## config.mk

```make
export PLATFORM = sky130hd
export DESIGN_NAME = serial_frame_tx_flat
export DESIGN_NICKNAME = d
export VERILOG_FILES = /design/src/rtl/serial_frame_tx_pkg.sv /design/src/rtl/serial_frame_tx_if.sv /design/src/rtl/serial_frame_tx_bit_timer.sv /design/src/rtl/serial_frame_tx.sv /design/src/flat_wrapper.sv
export SDC_FILE = /design/constraint.sdc
export NUM_CORES = 1
export LEC_CHECK = 0
export ABC_AREA = 1
export CAP_MARGIN = 20
export CORE_MARGIN = 4
export CORE_UTILIZATION = 55
export CTS_CLUSTER_DIAMETER = 30
export CTS_CLUSTER_SIZE = 14
export DETAILED_ROUTE_END_ITERATION = 10
export DONT_BUFFER_PORTS = 1
export PLACE_DENSITY_LB_ADDON = 0.08
export SETUP_SLACK_MARGIN = 0.05
export SLEW_MARGIN = 0
export SYNTH_ARGS = -nofsm -noshare
export SYNTH_HDL_FRONTEND = slang
export SYNTH_SLANG_ARGS = --single-unit
```

## constraint.sdc

```tcl
create_clock -name clock -period 1.5 [get_ports clock]
set_input_delay 0.225 -clock clock [delete_from_list [all_inputs] [get_ports clock]]
set_output_delay 0.225 -clock clock [all_outputs]
set_load 0.05 [all_outputs]
```

## src/rtl/serial_frame_tx_pkg.sv

```systemverilog
// Shared definitions for the serial link transmitter and its helpers.
// State encoding, line level and width helper.
package serial_frame_tx_pkg;

    typedef enum logic [2:0] {
        IDLE   = 3'd0,
        START  = 3'd1,
        DATA   = 3'd2,
        PARITY = 3'd3,
        STOP   = 3'd4
    } state_t;

    localparam logic LINE_IDLE = 1'b1;

    // Counters never collapse to zero width.
    function automatic int clog2_min1(input int v);
        int r;
        r = 0;
        while ((1 << r) < v) r++;
        return (r < 1) ? 1 : r;
    endfunction

endpackage

```

## src/rtl/serial_frame_tx_if.sv

```systemverilog
// Valid/ready word handshake into the serial transmitter.
// Upstream is the master, the transmitter is the slave.
interface serial_frame_tx_if #(
    parameter int DATA_W = 8
);
    logic              tx_valid;
    logic [DATA_W-1:0] tx_data;
    logic              tx_ready;

    modport master (
        output tx_valid,
        output tx_data,
        input  tx_ready
    );

    modport slave (
        input  tx_valid,
        input  tx_data,
        output tx_ready
    );
endinterface

```

## src/rtl/serial_frame_tx_bit_timer.sv

```systemverilog
// Bit period timer: counts CLKS_PER_BIT cycles and strobes bit_end.
// near_end flags the cycle before bit_end so callers can register pulses.
module bit_timer #(
    parameter int CLKS_PER_BIT = 4
) (
    input  logic clock,
    input  logic reset,
    input  logic restart,
    output logic bit_end,
    output logic near_end
);
    import serial_frame_tx_pkg::*;

    localparam int CW = clog2_min1(CLKS_PER_BIT);
    localparam logic [CW-1:0] LAST = CW'(CLKS_PER_BIT - 1);
    localparam logic [CW-1:0] PRE  = CW'(CLKS_PER_BIT - 2);

    logic [CW-1:0] cnt;

    assign bit_end  = (cnt == LAST);
    assign near_end = (CLKS_PER_BIT > 1) && (cnt == PRE);

    always_ff @(posedge clock) begin
        if (reset || restart || bit_end)
            cnt <= '0;
        else
            cnt <= cnt + 1'b1;
    end
endmodule

```

## src/rtl/serial_frame_tx.sv

```systemverilog
// Serial frame transmitter: start, LSB-first data, optional even parity, stop.
// tx_out and tx_done are registered; they carry the value of the state entered.
module serial_frame_tx #(
    parameter int DATA_W       = 8,
    parameter int CLKS_PER_BIT = 4,
    parameter int PARITY_EN    = 0
) (
    input  logic               clock,
    input  logic               reset,
    serial_frame_tx_if.slave   link,
    output logic               tx_out,
    output logic               tx_busy,
    output logic               tx_done
);
    import serial_frame_tx_pkg::*;

    localparam int BW = clog2_min1(DATA_W);
    localparam logic [BW-1:0] LAST_BIT = BW'(DATA_W - 1);
    localparam logic DONE_ON_ENTRY = (CLKS_PER_BIT == 1);

    state_t            state;
    logic [DATA_W-1:0] shreg;
    logic [DATA_W-1:0] sh_nxt;
    logic [BW-1:0]     bit_idx;
    logic              parity;
    logic              bit_end;
    logic              near_end;

    assign sh_nxt        = shreg >> 1;
    assign link.tx_ready = (state == IDLE);
    assign tx_busy       = (state != IDLE);

    bit_timer #(
        .CLKS_PER_BIT(CLKS_PER_BIT)
    ) u_timer (
        .clock    (clock),
        .reset    (reset),
        .restart  (state == IDLE),
        .bit_end  (bit_end),
        .near_end (near_end)
    );

    always_ff @(posedge clock) begin
        if (reset) begin
            state   <= IDLE;
            shreg   <= '0;
            bit_idx <= '0;
            parity  <= 1'b0;
            tx_out  <= LINE_IDLE;
            tx_done <= 1'b0;
        end else begin
            tx_done <= 1'b0;
            case (state)
                IDLE: begin
                    if (link.tx_valid) begin
                        state  <= START;
                        shreg  <= link.tx_data;
                        parity <= ^link.tx_data;
                        tx_out <= 1'b0;
                    end
                end
                START: begin
                    if (bit_end) begin
                        state   <= DATA;
                        bit_idx <= '0;
                        tx_out  <= shreg[0];
                    end
                end
                DATA: begin
                    if (bit_end) begin
                        if (bit_idx != LAST_BIT) begin
                            shreg   <= sh_nxt;
                            bit_idx <= bit_idx + 1'b1;
                            tx_out  <= sh_nxt[0];
                        end else if (PARITY_EN == 1) begin
                            state  <= PARITY;
                            tx_out <= parity;
                        end else begin
                            state   <= STOP;
                            tx_out  <= LINE_IDLE;
                            tx_done <= DONE_ON_ENTRY;
                        end
                    end
                end
                PARITY: begin
                    if (bit_end) begin
                        state   <= STOP;
                        tx_out  <= LINE_IDLE;
                        tx_done <= DONE_ON_ENTRY;
                    end
                end
                STOP: begin
                    // Line is already high; only the done pulse needs timing.
                    if (bit_end)
                        state <= IDLE;
                    else if (near_end)
                        tx_done <= 1'b1;
                end
                default: begin
                    state  <= IDLE;
                    tx_out <= LINE_IDLE;
                end
            endcase
        end
    end
endmodule
```

## src/flat_wrapper.sv

```systemverilog
// flat-port wrapper written by rule: the top's interface ports become plain ports
module serial_frame_tx_flat import serial_frame_tx_pkg::*;
#(
    parameter int DATA_W       = 8,
    parameter int CLKS_PER_BIT = 4,
    parameter int PARITY_EN    = 0
)
  (clock, reset, tx_out, tx_busy, tx_done, link_tx_valid, link_tx_data, link_tx_ready);
  serial_frame_tx_if #(.DATA_W(DATA_W)) link_i ();
  input  logic clock;
  input  logic reset;
  output logic tx_out;
  output logic tx_busy;
  output logic tx_done;
  input wire logic [$bits(link_i.tx_valid)-1:0] link_tx_valid;
  input wire logic [$bits(link_i.tx_data)-1:0] link_tx_data;
  output wire logic [$bits(link_i.tx_ready)-1:0] link_tx_ready;
  assign link_i.tx_valid = link_tx_valid;
  assign link_i.tx_data = link_tx_data;
  assign link_tx_ready = link_i.tx_ready;
  serial_frame_tx #(.DATA_W(DATA_W), .CLKS_PER_BIT(CLKS_PER_BIT), .PARITY_EN(PARITY_EN)) u_core (.clock(clock), .reset(reset), .link(link_i), .tx_out(tx_out), .tx_busy(tx_busy), .tx_done(tx_done));
endmodule
```

==> key figures, run 1 <==
Status
  – Status: finished clean

Logic synthesis
  – Number of synthesized register bits: 18
  – Synthesized net count: 154
  – Netlist Area Pre-Place: 963 µm²
  – Share of the synthesized area in the top cell type: between 30% and 40%
  – Sequential fraction of the synthesis area: a little under two fifths
  – Cells after Synth: 139
  – Synth cell types: 22
  – Syn Area/Cell: around 6.9 µm²
  – Leading area contributor after synthesis: dfxtp_1
  – Top area cells in the synthesized netlist: dfxtp_1 (37%), nand2_1 (14%), nor2_1 (9.7%), nand3_1 (6.2%), ha_1 (5.2%)
  – Yosys Warn Count: 0

Setup path
  – Crit path arrival time: 1.16 ns
  – Cell breakdown of the critical path: nor2_4 -> nand2_4 -> inv_1 -> buf_4
  – Reg2reg path depth: 9
  – Worst Path Buf+Inv: 2
  – WS Path Type: reg2out
  – CP max stage cell: dfxtp_2
  – Worst r2r dst: u_core.state[1]
  – Internal reg-to-reg setup slack: 0.12 ns
  – R2r startpoint: u_core.bit_idx[0]
  – Critical-path maximum fanout: 6
  – Crit end category: primary output
  – Critical path's top delay family: flip-flops
  – CP startpoint kind: flip-flop
  – Worst EP required: 1.27 ns
  – CP max stage delay: 0.37 ns

Drt
  – Antenna Nets Post-Route: 0
  – Post-DR vias/cell: 5.26
  – Drt total wl: 1.83 mm
  – Drt first pass iters: 4
  – DRC: 0
  – 1st-iter DRT viols: 17
  – Vias: ~860
  – WL/cell: 11.2 µm

Die
  – Die height: 49.9 µm
  – Die footprint: 2490 µm²
  – Die width: 49.9 µm
  – Core area: 1580 µm²
  – Initial Utilization: 61.1%
  – Number of cell rows: 14
  – Ports: 15

Power
  – Pwr/cell area: around 2100 nW/µm²
  – Pwr Total: 2250 µW
  – Peak VDD IR: 1.01 mV
  – Static leakage: just over 0.0005 µW

Timing
  – Final worst-path cycle share: between 90 and 100%
  – RSZ-0062 raised after global routing: true
  – Final setup violation count: 0
  – Worst Tran Pin Value: approximately 0.49 ns
  – Crit path time final: 1.38 ns
  – Count of final hold-check violations: 0
  – Slew Limit Fails: 0
  – Setup TNS Final: 0 ns
  – Clock Skews: 0.00450 ns
  – Fmax: 722 MHz
  – Slew Limit Headroom: 67.5%

Clocking
  – Clock latency on the worst-skew pair: 0.29 ns
  – CTS H-tree depth: 1
  – Num CTS Buffers: 3
  – CTS tree: yes
  – Sink Count: 18
  – Max clock buf depth: 2
  – Clk slew on worst S/H paths: ~0.10 ns
  – Clk Tree Root Cell: clkbuf_4
  – Post-CTS setup buffer count: 0

GRT
  – Total GRT Usage: 16.6%
  – Remaining Overflow, GRT: 0
  – Vias in the first global route: 716
  – Global-route wire length before repair: 3.22 mm
  – Pin count of the biggest net entering global routing: 13
  – Initial antenna violation count: 0

Place
  – Port Buffers: 0
  – Detailed placement HPWL: 1.37 mm
  – Routability cong.: ~0.83

Hold path
  – Hold Crit Start: link_tx_data[7]
  – Worst hold-check path type: in2reg
  – Hold Path Stages: 4
  – Worst Hold End: u_core.shreg[7]

Final layout
  – Diodes inserted: 0
  – Area Overhead vs Synth: 13.0%
  – Fraction of layout cells with a size suffix above 1: 21.1%
  – Final net count: ~160

Job
  – Max-Cap Viols: 0
-- how the worst max path moves through the flow --
stage / end / slack [ns] / from / cells past startpoint
floorplan: u_core.shreg[0] / 0.13 / u_core.bit_idx[0] / 8
global placement: u_core.shreg[2] / 0.12 / u_core.bit_idx[0] / 8
detailed placement: u_core.shreg[0] / 0.05 / u_core.bit_idx[0] / 8
CTS: u_core.shreg[0] / 0.03 / u_core.bit_idx[0] / 8
global route: u_core.shreg[2] / 0.03 / u_core.bit_idx[0] / 8
finish: link_tx_ready / 0.12 / u_core.state[2] / 4
-- state kept, by name, indices dropped and copies added (netlist names) --
| register | count |
|---|---|
| u_core.shreg | 8 |
| u_core.bit_idx | 3 |
| u_core.state | 3 |
| u_core.u_timer.cnt | 2 |
| u_core.tx_done | 1 |
| u_core.tx_out | 1 |
-- Yosys cell counts --
cell	count
a21oi_1	6
buf_6	1
nor3b_1	1
buf_2	1
nor2_4	2
inv_6	1
dfxtp_1	18
nand4_1	1
o21ai_1	8
inv_4	1
nand2_2	5
inv_1	10
nor2_1	25
inv_2	2
nand3_2	1
nand2_4	1
o21ai_4	1
nand2_1	35
nor2_2	1
ha_1	4
o21ai_0	2
nand3_1	12
-- per-stage QoR --
| step | area (µm²) | hold WS, ns | utilization [%] | cells | worst slack (ns) |
|---|---|---|---|---|---|
| floorplan | 963 | 0.294 | - | 139 | 0.129 |
| global placement | 1000 | 0.295 | 63.7 | 158 | 0.118 |
| detailed placement | 1000 | 0.298 | 63.7 | 158 | 0.0494 |
| CTS | 1040 | 0.151 | 65.9 | 162 | 0.0279 |
| global route | 1090 | 0.169 | 69.0 | 163 | 0.0286 |
| finish | 1090 | 0.157 | 69.0 | 163 | 0.116 |
-- cell families after synthesis --
group / Yosys count / share of synthesized area, %
simple gates: 84 / 39.5
flops: 18 / 37.4
compound gates: 17 / 10.0
buf+inv: 16 / 7.92
fa+ha+maj: 4 / 5.20
-- cell type report --
cell class	instances	area [µm²]
Inverter	14	60.1
Multi-Input combinational cell	106	571
Tap cell	16	20.0
Clock buffer	3	22.5
Timing Repair Buffer	6	47.5
Sequential cell	18	368
Fill cell	153	488
-- where the power goes --
group	leakage [µW]	total, µW	switching [µW]	internal (µW)
sequential	0.000150	738	121	617
clock	0.0000138	233	139	93.4
combinational	0.000345	1280	864	417
-- worst reg2reg max path, delay by kind of cell (launching register included) --
kind	cells	cell delay, ns
buffers and inverters	3	0.24
DFF	1	0.34
adders and majority gates	2	0.39
and+or+nand+nor	3	0.16
AOI/OAI and AO/OA	1	0.14
-- layer usage --
layer / track usage (%) / wire [µm] / vias to the layer above / part of all wire, %
li1: - / - / 459 / -
met1: 23.6 / 893 / 379 / 49
met2: 23.3 / 825 / 18 / 45
met3: 4.52 / 88 / 2 / 4.8
met4: 6.91 / 23 / 0 / 1.3
met5: 0 / 0 / - / 0
-- cell usage in the layout (no fill, tap or decap), types with 2 or more instances in the layout --
cell type / Yosys / routed
ha_1: 4 / 3
clkbuf_4: 0 / 3
o21ai_1: 8 / 8
nand2_1: 35 / 35
nand3_1: 12 / 11
inv_1: 10 / 9
dfxtp_1: 18 / 14
inv_2: 2 / 3
buf_4: 0 / 5
a21oi_1: 6 / 6
dfxtp_2: 0 / 3
o21ai_0: 2 / 2
nor2_1: 25 / 25
nand2_4: 1 / 2
nor2_4: 2 / 3
nand2_2: 5 / 4
-- repair_timing --
| action | in CTS | in global routing |
|---|---|---|
| hold buffers | 1 | 0 |
| endpoints found under the hold margin | 5 | 0 |
| resized for setup | 1 | 11 |
| setup endpoints to repair | 10 | 15 |
| cloned | 0 | 1 |
| pin swaps | 0 | 0 |
Power figures use the tool's default switching activity.
==> inputs of run 2 (changes only) <==
--- a/config.mk
+++ b/config.mk
@@ -7,8 +7,9 @@
 export LEC_CHECK = 0
 export ABC_AREA = 1
 export CAP_MARGIN = 20
+export CORE_ASPECT_RATIO = 0.7
 export CORE_MARGIN = 4
-export CORE_UTILIZATION = 55
+export CORE_UTILIZATION = 40
 export CTS_CLUSTER_DIAMETER = 30
 export CTS_CLUSTER_SIZE = 14
 export DETAILED_ROUTE_END_ITERATION = 10
==> key figures, run 2 (synthesized netlist as in run 1, its figures left out) <==
Status
  – Status: finished clean (unchanged)

Die
  – Die footprint: 3270 µm² (was 2490 µm²)
  – Initial Utilization: 43.3% (was 61.1%)
  – Ports: 15 (unchanged)
  – Core area: 2220 µm² (was 1580 µm²)
  – Die width: 66.7 µm (was 49.9 µm)
  – Number of cell rows: 14 (unchanged)
  – Die height: 49.1 µm (was 49.9 µm)

Power
  – Static leakage: 0.000533 µW (was 0.000508 µW)
  – Sequential power share: 30.2% (was 32.8%)
  – Pwr/cell area: 2110 nW/µm² (was 2070 nW/µm²)
  – Internal power: 1290 µW (was 1130 µW)
  – Sw frac: 48.3% (was 49.9%)
  – Peak VDD IR: 1.90 mV (was 1.01 mV)
  – Switching pwr: 1200 µW (was 1120 µW)
  – Clock power share: 12.4% (was 10.3%)
  – Combinational Power Share: 57.3% (was 56.9%)
  – Pwr Total: 2490 µW (was 2250 µW)

Setup path
  – Worst EP required: 1.70 ns (was 1.27 ns)
  – CP max stage delay: 0.37 ns (about the same)
  – Critical-path maximum fanout: 5 (was 6)
  – WS Path Type: reg2reg (was reg2out)
  – Crit path arrival time: 1.60 ns (was 1.16 ns)
  – Crit end category: flip-flop (was primary output)
  – CP startpoint kind: flip-flop (unchanged)
  – CP max stage cell: dfxtp_1 (was dfxtp_2)
  – Critical path's top delay family: flip-flops (unchanged)
  – Worst Path Buf+Inv: 3 (was 2)
  – Cell breakdown of the critical path: ha_2 -> ha_2 -> inv_2 -> buf_4 -> nand2_4 -> nand2_2 -> inv_2 -> nand3_1 -> nand2_1 -> nor2_1 (was nor2_4 -> nand2_4 -> inv_1 -> buf_4)

Final layout
  – Largest Register: u_core.shreg (unchanged)
  – Diodes inserted: 0 (unchanged)
  – Max reg flops: 8 (unchanged)
  – Largest registers: u_core.shreg: 8 flops, u_core.bit_idx: 3 flops, u_core.state: 3 flops (unchanged)
  – Most frequent cells in the layout: nand2_1 (35), nor2_1 (24), dfxtp_1 (14) (was nand2_1 (35), nor2_1 (25), dfxtp_1 (14))
  – Most common cell after layout, fill and taps aside: nand2_1 (unchanged)
  – Area Overhead vs Synth: 22.2% (was 13.0%)
  – Fraction of layout cells with a size suffix above 1: 25.2% (was 21.1%)
  – Final net count: 167 (was 164)

Timing
  – Worst Tran Pin Value: 0.473 ns (was 0.487 ns)
  – Count of final hold-check violations: 0 (unchanged)
  – Clock Skews: 0.00604 ns (was 0.00450 ns)
  – Fmax: 715 MHz (was 722 MHz)
  – Slew Limit Fails: 0 (unchanged)
  – Final worst-path cycle share: 93.3% (was 92.3%)
  – RSZ-0062 raised after global routing: true (unchanged)
  – Slew Limit Headroom: 68.4% (was 67.5%)
  – Final setup violation count: 0 (unchanged)
  – Setup TNS Final: 0 ns (unchanged)
  – Crit path time final: 1.40 ns (was 1.38 ns)

Place
  – Routability cong.: 0.756 (was 0.835)
  – Detailed placement HPWL: 1.56 mm (was 1.37 mm)
  – Port Buffers: 0 (unchanged)

Clocking
  – Clk slew on worst S/H paths: 0.11 ns (was 0.10 ns)
  – Sink Count: 18 (unchanged)
  – Clock latency on the worst-skew pair: 0.30 ns (was 0.29 ns)
  – CTS tree: yes (unchanged)
  – CTS H-tree depth: 1 (unchanged)
  – Max clock buf depth: 2 (unchanged)
  – Num CTS Buffers: 3 (unchanged)
  – Clk Tree Root Cell: clkbuf_4 (unchanged)

Drt
  – Antenna Nets Post-Route: 0 (unchanged)
  – Post-DR vias/cell: 4.74 (was 5.26)
  – Drt total wl: 2.16 mm (was 1.83 mm)
  – 1st-iter DRT viols: 52 (was 17)
  – Vias: 867 (was 858)
  – Drt first pass iters: 4 (unchanged)
  – DRC: 0 (unchanged)
  – WL/cell: 11.8 µm (was 11.2 µm)

GRT
  – Total GRT Usage: 14.6% (was 16.6%)
  – Remaining Overflow, GRT: 0 (unchanged)
  – Global-route wire length before repair: 3.68 mm (was 3.22 mm)
  – Vias in the first global route: 804 (was 716)
  – Pin count of the biggest net entering global routing: 13 (unchanged)
  – Initial antenna violation count: 0 (unchanged)

Job
  – Max-Cap Viols: 0 (unchanged)

Hold path
  – Worst hold-check path type: in2reg (unchanged)
## run 2: cell type report
class / instances / area, µm²
clock buffers: 4 / 36.3
multi-input cells: 105 / 569
inverters: 14 / 60.1
flip-flops and latches: 18 / 370
repair buffers: 10 / 101
fillers: 222 / 1050
well taps: 32 / 40.0
## run 2: path summary, 6_finish.rpt
path | end | slack [ns] | startpoint | depth (start not counted)
setup reg to reg | u_core.state[0] | 0.10 | u_core.bit_idx[1] | 10
hold / removal | u_core.shreg[7] | 0.14 | link_tx_data[7] | 4
setup / recovery | u_core.state[0] | 0.10 | u_core.bit_idx[1] | 10
hold reg to reg | u_core.bit_idx[2] | 0.49 | u_core.bit_idx[2] | 2
## run 2: power by group through the flow
stage	registers (µW)	clock network (µW)	logic [µW]
global route	771	342	1570
floorplan	748	0	960
global placement	723	0	1240
finish	751	309	1430
CTS	721	314	1340
detailed placement	725	0	1240
## run 2: what timing repair did
item,in CTS,in global routing
buffers inserted,3,1
pin swaps,1,1
endpoints found under the setup margin,10,17
hold buffers,1,0
gates resized for setup,3,16
hold endpoints to repair,5,0
## run 2: tightest hold or removal path, delay by kind of cell
family / cells / cell delay, ns
AND/OR/NAND/NOR: 3 / 0.14
buffers and inverters: 1 / 0.04
## run 2: stage by stage
stage / utilization (%) / instance area [µm²] / hold slack [ns] / instances / setup slack [ns]
4_1_cts: 50.1 / 1110 / 0.143 / 182 / 0.0318
5_1_grt: 52.9 / 1180 / 0.176 / 183 / 0.0138
2_1_floorplan: - / 963 / 0.294 / 139 / 0.129
3_5_place_dp: 46.1 / 1020 / 0.297 / 174 / 0.00190
6_report: 52.9 / 1180 / 0.144 / 183 / 0.101
3_3_place_gp: 46.1 / 1020 / 0.295 / 174 / 0.0851
## run 2: layer usage
metal | global-route usage [%] | wire [µm]
met1 | 21.3 | 1110
met2 | 20.1 | 948
met3 | 4.84 | 86
met4 | 4.05 | 15
met5 | 0 | 0
==> inputs of run 3 (changes only) <==
--- a/config.mk
+++ b/config.mk
@@ -6,7 +6,7 @@
 export NUM_CORES = 1
 export LEC_CHECK = 0
 export ABC_AREA = 1
-export CAP_MARGIN = 20
+export CAP_MARGIN = 30
 export CORE_ASPECT_RATIO = 0.7
 export CORE_MARGIN = 4
 export CORE_UTILIZATION = 40
@@ -15,6 +15,7 @@
 export DETAILED_ROUTE_END_ITERATION = 10
 export DONT_BUFFER_PORTS = 1
 export PLACE_DENSITY_LB_ADDON = 0.08
+export REMOVE_ABC_BUFFERS = 1
 export SETUP_SLACK_MARGIN = 0.05
 export SLEW_MARGIN = 0
 export SYNTH_ARGS = -nofsm -noshare
==> key figures, run 3 (synthesized netlist as in run 1, its figures left out) <==
GRT
  – Initial antenna violation count: 0 (unchanged)
  – Remaining Overflow, GRT: 0 (unchanged)
  – Total GRT Usage: 14.0% (was 14.6%)
  – Pin count of the biggest net entering global routing: 13 (unchanged)
  – Global-route wire length before repair: 3.57 mm (was 3.68 mm)
  – Vias in the first global route: 757 (was 804)

Timing
  – Setup TNS Final: 0 ns (unchanged)
  – Final setup violation count: 0 (unchanged)
  – Slew Limit Headroom: 68.0% (was 68.4%)
  – Crit path time final: 1.38 ns (was 1.40 ns)
  – Hold_ws: 0.163 ns (was 0.144 ns)
  – Count of final hold-check violations: 0 (unchanged)
  – Fmax: 726 MHz (was 715 MHz)
  – Worst Tran Pin Value: 0.479 ns (was 0.473 ns)
  – Final worst-path cycle share: 91.8% (was 93.3%)
  – RSZ-0062 raised after global routing: false (was true)
  – Slew Limit Fails: 0 (unchanged)
  – Clock Skews: 0.00975 ns (was 0.00604 ns)

Setup path
  – Crit path arrival time: 1.15 ns (was 1.60 ns)
  – Worst r2r dst: u_core.shreg[3] (was u_core.state[0])
  – Internal reg-to-reg setup slack: 0.16 ns (was 0.10 ns)
  – R2r startpoint: u_core.bit_idx[0] (was u_core.bit_idx[1])
  – CP max stage delay: 0.38 ns (was 0.37 ns)
  – Worst EP required: 1.27 ns (was 1.70 ns)
  – Critical-path maximum fanout: 6 (was 5)
  – Cell breakdown of the critical path: nor2_4 -> nand2_4 -> inv_1 -> buf_6 (was ha_2 -> ha_2 -> inv_2 -> buf_4 -> nand2_4 -> nand2_2 -> inv_2 -> nand3_1 -> nand2_1 -> nor2_1)
  – CP max stage cell: dfxtp_2 (was dfxtp_1)
  – WS Path Type: reg2out (was reg2reg)
  – Crit end category: primary output (was flip-flop)
  – CP startpoint kind: flip-flop (unchanged)
  – Reg2reg path depth: 8 (was 10)

Die
  – Die height: 49.1 µm (unchanged)
  – Number of cell rows: 14 (unchanged)
  – Die width: 66.7 µm (unchanged)
  – Die footprint: 3270 µm² (unchanged)
  – Core area: 2220 µm² (unchanged)
  – Ports: 15 (unchanged)
  – Initial Utilization: 43.3% (unchanged)

Power
  – Combinational Power Share: 56.8% (was 57.3%)
  – Internal power: 1230 µW (was 1290 µW)
  – Static leakage: 0.000514 µW (was 0.000533 µW)
  – Switching pwr: 1190 µW (was 1200 µW)
  – Clock power share: 12.5% (was 12.4%)
  – Sw frac: 49.1% (was 48.3%)
  – Peak VDD IR: 1.98 mV (was 1.90 mV)
  – Pwr/cell area: 2090 nW/µm² (was 2110 nW/µm²)
  – Sequential power share: 30.7% (was 30.2%)

Clocking
  – CTS tree: yes (unchanged)
  – Clk Tree Root Cell: clkbuf_4 (unchanged)
  – CTS H-tree depth: 1 (unchanged)
  – Max clock buf depth: 2 (unchanged)
  – Num CTS Buffers: 3 (unchanged)
  – Clk slew on worst S/H paths: 0.10 ns (was 0.11 ns)
  – Clock latency on the worst-skew pair: 0.30 ns (about the same)
  – Sink Count: 18 (unchanged)

Final layout
  – Final net count: 164 (was 167)
  – Diodes inserted: 0 (unchanged)
  – Largest registers: u_core.shreg: 8 flops, u_core.bit_idx: 3 flops, u_core.state: 3 flops (unchanged)
  – Most frequent cells in the layout: nand2_1 (35), nor2_1 (23), dfxtp_1 (14) (was nand2_1 (35), nor2_1 (24), dfxtp_1 (14))
  – Area used by multi-input combinational logic: 591 µm² (was 569 µm²)
  – Register area: 370 µm² (unchanged)
  – Fraction of layout cells with a size suffix above 1: 24.3% (was 25.2%)
  – Most common cell after layout, fill and taps aside: nand2_1 (unchanged)
  – Util after Layout: 52.1% (was 52.9%)
  – # fillers: 242 (was 222)
  – Area Overhead vs Synth: 20.3% (was 22.2%)
  – Max reg flops: 8 (unchanged)
  – Largest Register: u_core.shreg (unchanged)

Drt
  – Antenna Nets Post-Route: 0 (unchanged)
  – 1st-iter DRT viols: 47 (was 52)
  – Drt first pass iters: 4 (unchanged)
  – Post-DR vias/cell: 4.77 (was 4.74)
  – Drt total wl: 2.08 mm (was 2.16 mm)
  – WL/cell: 11.6 µm (was 11.8 µm)
  – DRC: 0 (unchanged)
  – Vias: 859 (was 867)

Place
  – Detailed placement HPWL: 1.54 mm (was 1.56 mm)
  – Routability cong.: 0.792 (was 0.756)
  – Port Buffers: 0 (unchanged)

Hold path
  – Hold Path Stages: 4 (unchanged)
  – Hold Crit Start: link_tx_data[4] (was link_tx_data[7])
  – Worst Hold End: u_core.shreg[4] (was u_core.shreg[7])
  – Worst hold-check path type: in2reg (unchanged)

Job
  – Max-Cap Viols: 0 (unchanged)

Status
  – Status: finished clean (unchanged)
-- run 3: cell types whose count changed in the layout (fill, tap and decap cells not counted), sizes merged --
cell	before	now
buf	9	5
o21ai	11	12
-- run 3: worst max path at each step --
| stage | depth (start not counted) | slack, ns | start | endpoint |
|---|---|---|---|---|
| CTS | 4 | 0.05 | u_core.state[2] | link_tx_ready |
| global placement | 8 | 0.03 | u_core.bit_idx[0] | u_core.shreg[1] |
| floorplan | 8 | 0.12 | u_core.bit_idx[0] | u_core.shreg[0] |
| global route | 8 | 0.04 | u_core.u_timer.cnt[0] | u_core.state[1] |
| finish | 4 | 0.12 | u_core.state[1] | link_tx_ready |
| detailed placement | 8 | -0.01 | u_core.bit_idx[0] | u_core.shreg[1] |
-- run 3: final cells by class --
cell class / count / share of cell area (%)
Multi-Input combinational cell: 106 / 51.0
Clock buffer: 4 / 3.13
Sequential cell: 18 / 32.0
Inverter: 14 / 5.40
Timing Repair Buffer: 6 / 5.08
Tap cell: 32 / 3.46
-- run 3: power groups by stage --
stage	clock (µW)	combinational, µW	sequential (µW)
global placement	0	1240	723
CTS	314	1300	724
detailed placement	0	1250	726
floorplan	0	930	748
global route	343	1520	763
finish	303	1380	743
-- run 3: per-layer routing --
layer / GRT usage (%) / part of all wire [%]
met1: 20.9 / 52
met3: 5.07 / 5.6
met2: 18.9 / 41
met5: 0 / 0
met4: 3.04 / 0.62
-- run 3: per-stage QoR --
stage	cell area [µm²]	total power, µW	instances	setup slack, ns
6_report	1160	2420	180	0.123
5_1_grt	1160	2630	180	0.0433
4_1_cts	1090	2340	179	0.0506
3_5_place_dp	1020	1980	173	-0.0148
3_3_place_gp	1020	1960	173	0.0300
2_1_floorplan	947	1680	137	0.117
-- run 3: repair_timing --
| item | 4_1_cts | 5_1_grt |
|---|---|---|
| endpoints found under the hold margin | 5 | 0 |
| gates cloned | 1 | 0 |
| setup endpoints to repair | 10 | 17 |
| hold buffers | 1 | 0 |
| buffers inserted | 0 | 1 |
| resized for setup | 5 | 17 |
| pin swaps | 0 | 1 |
-- run 3: critical path, delay by kind of cell, from the launching register on --
kind | cells | cell delay, ns
buf+inv | 2 | 0.23
flops | 1 | 0.38
simple gates | 2 | 0.25
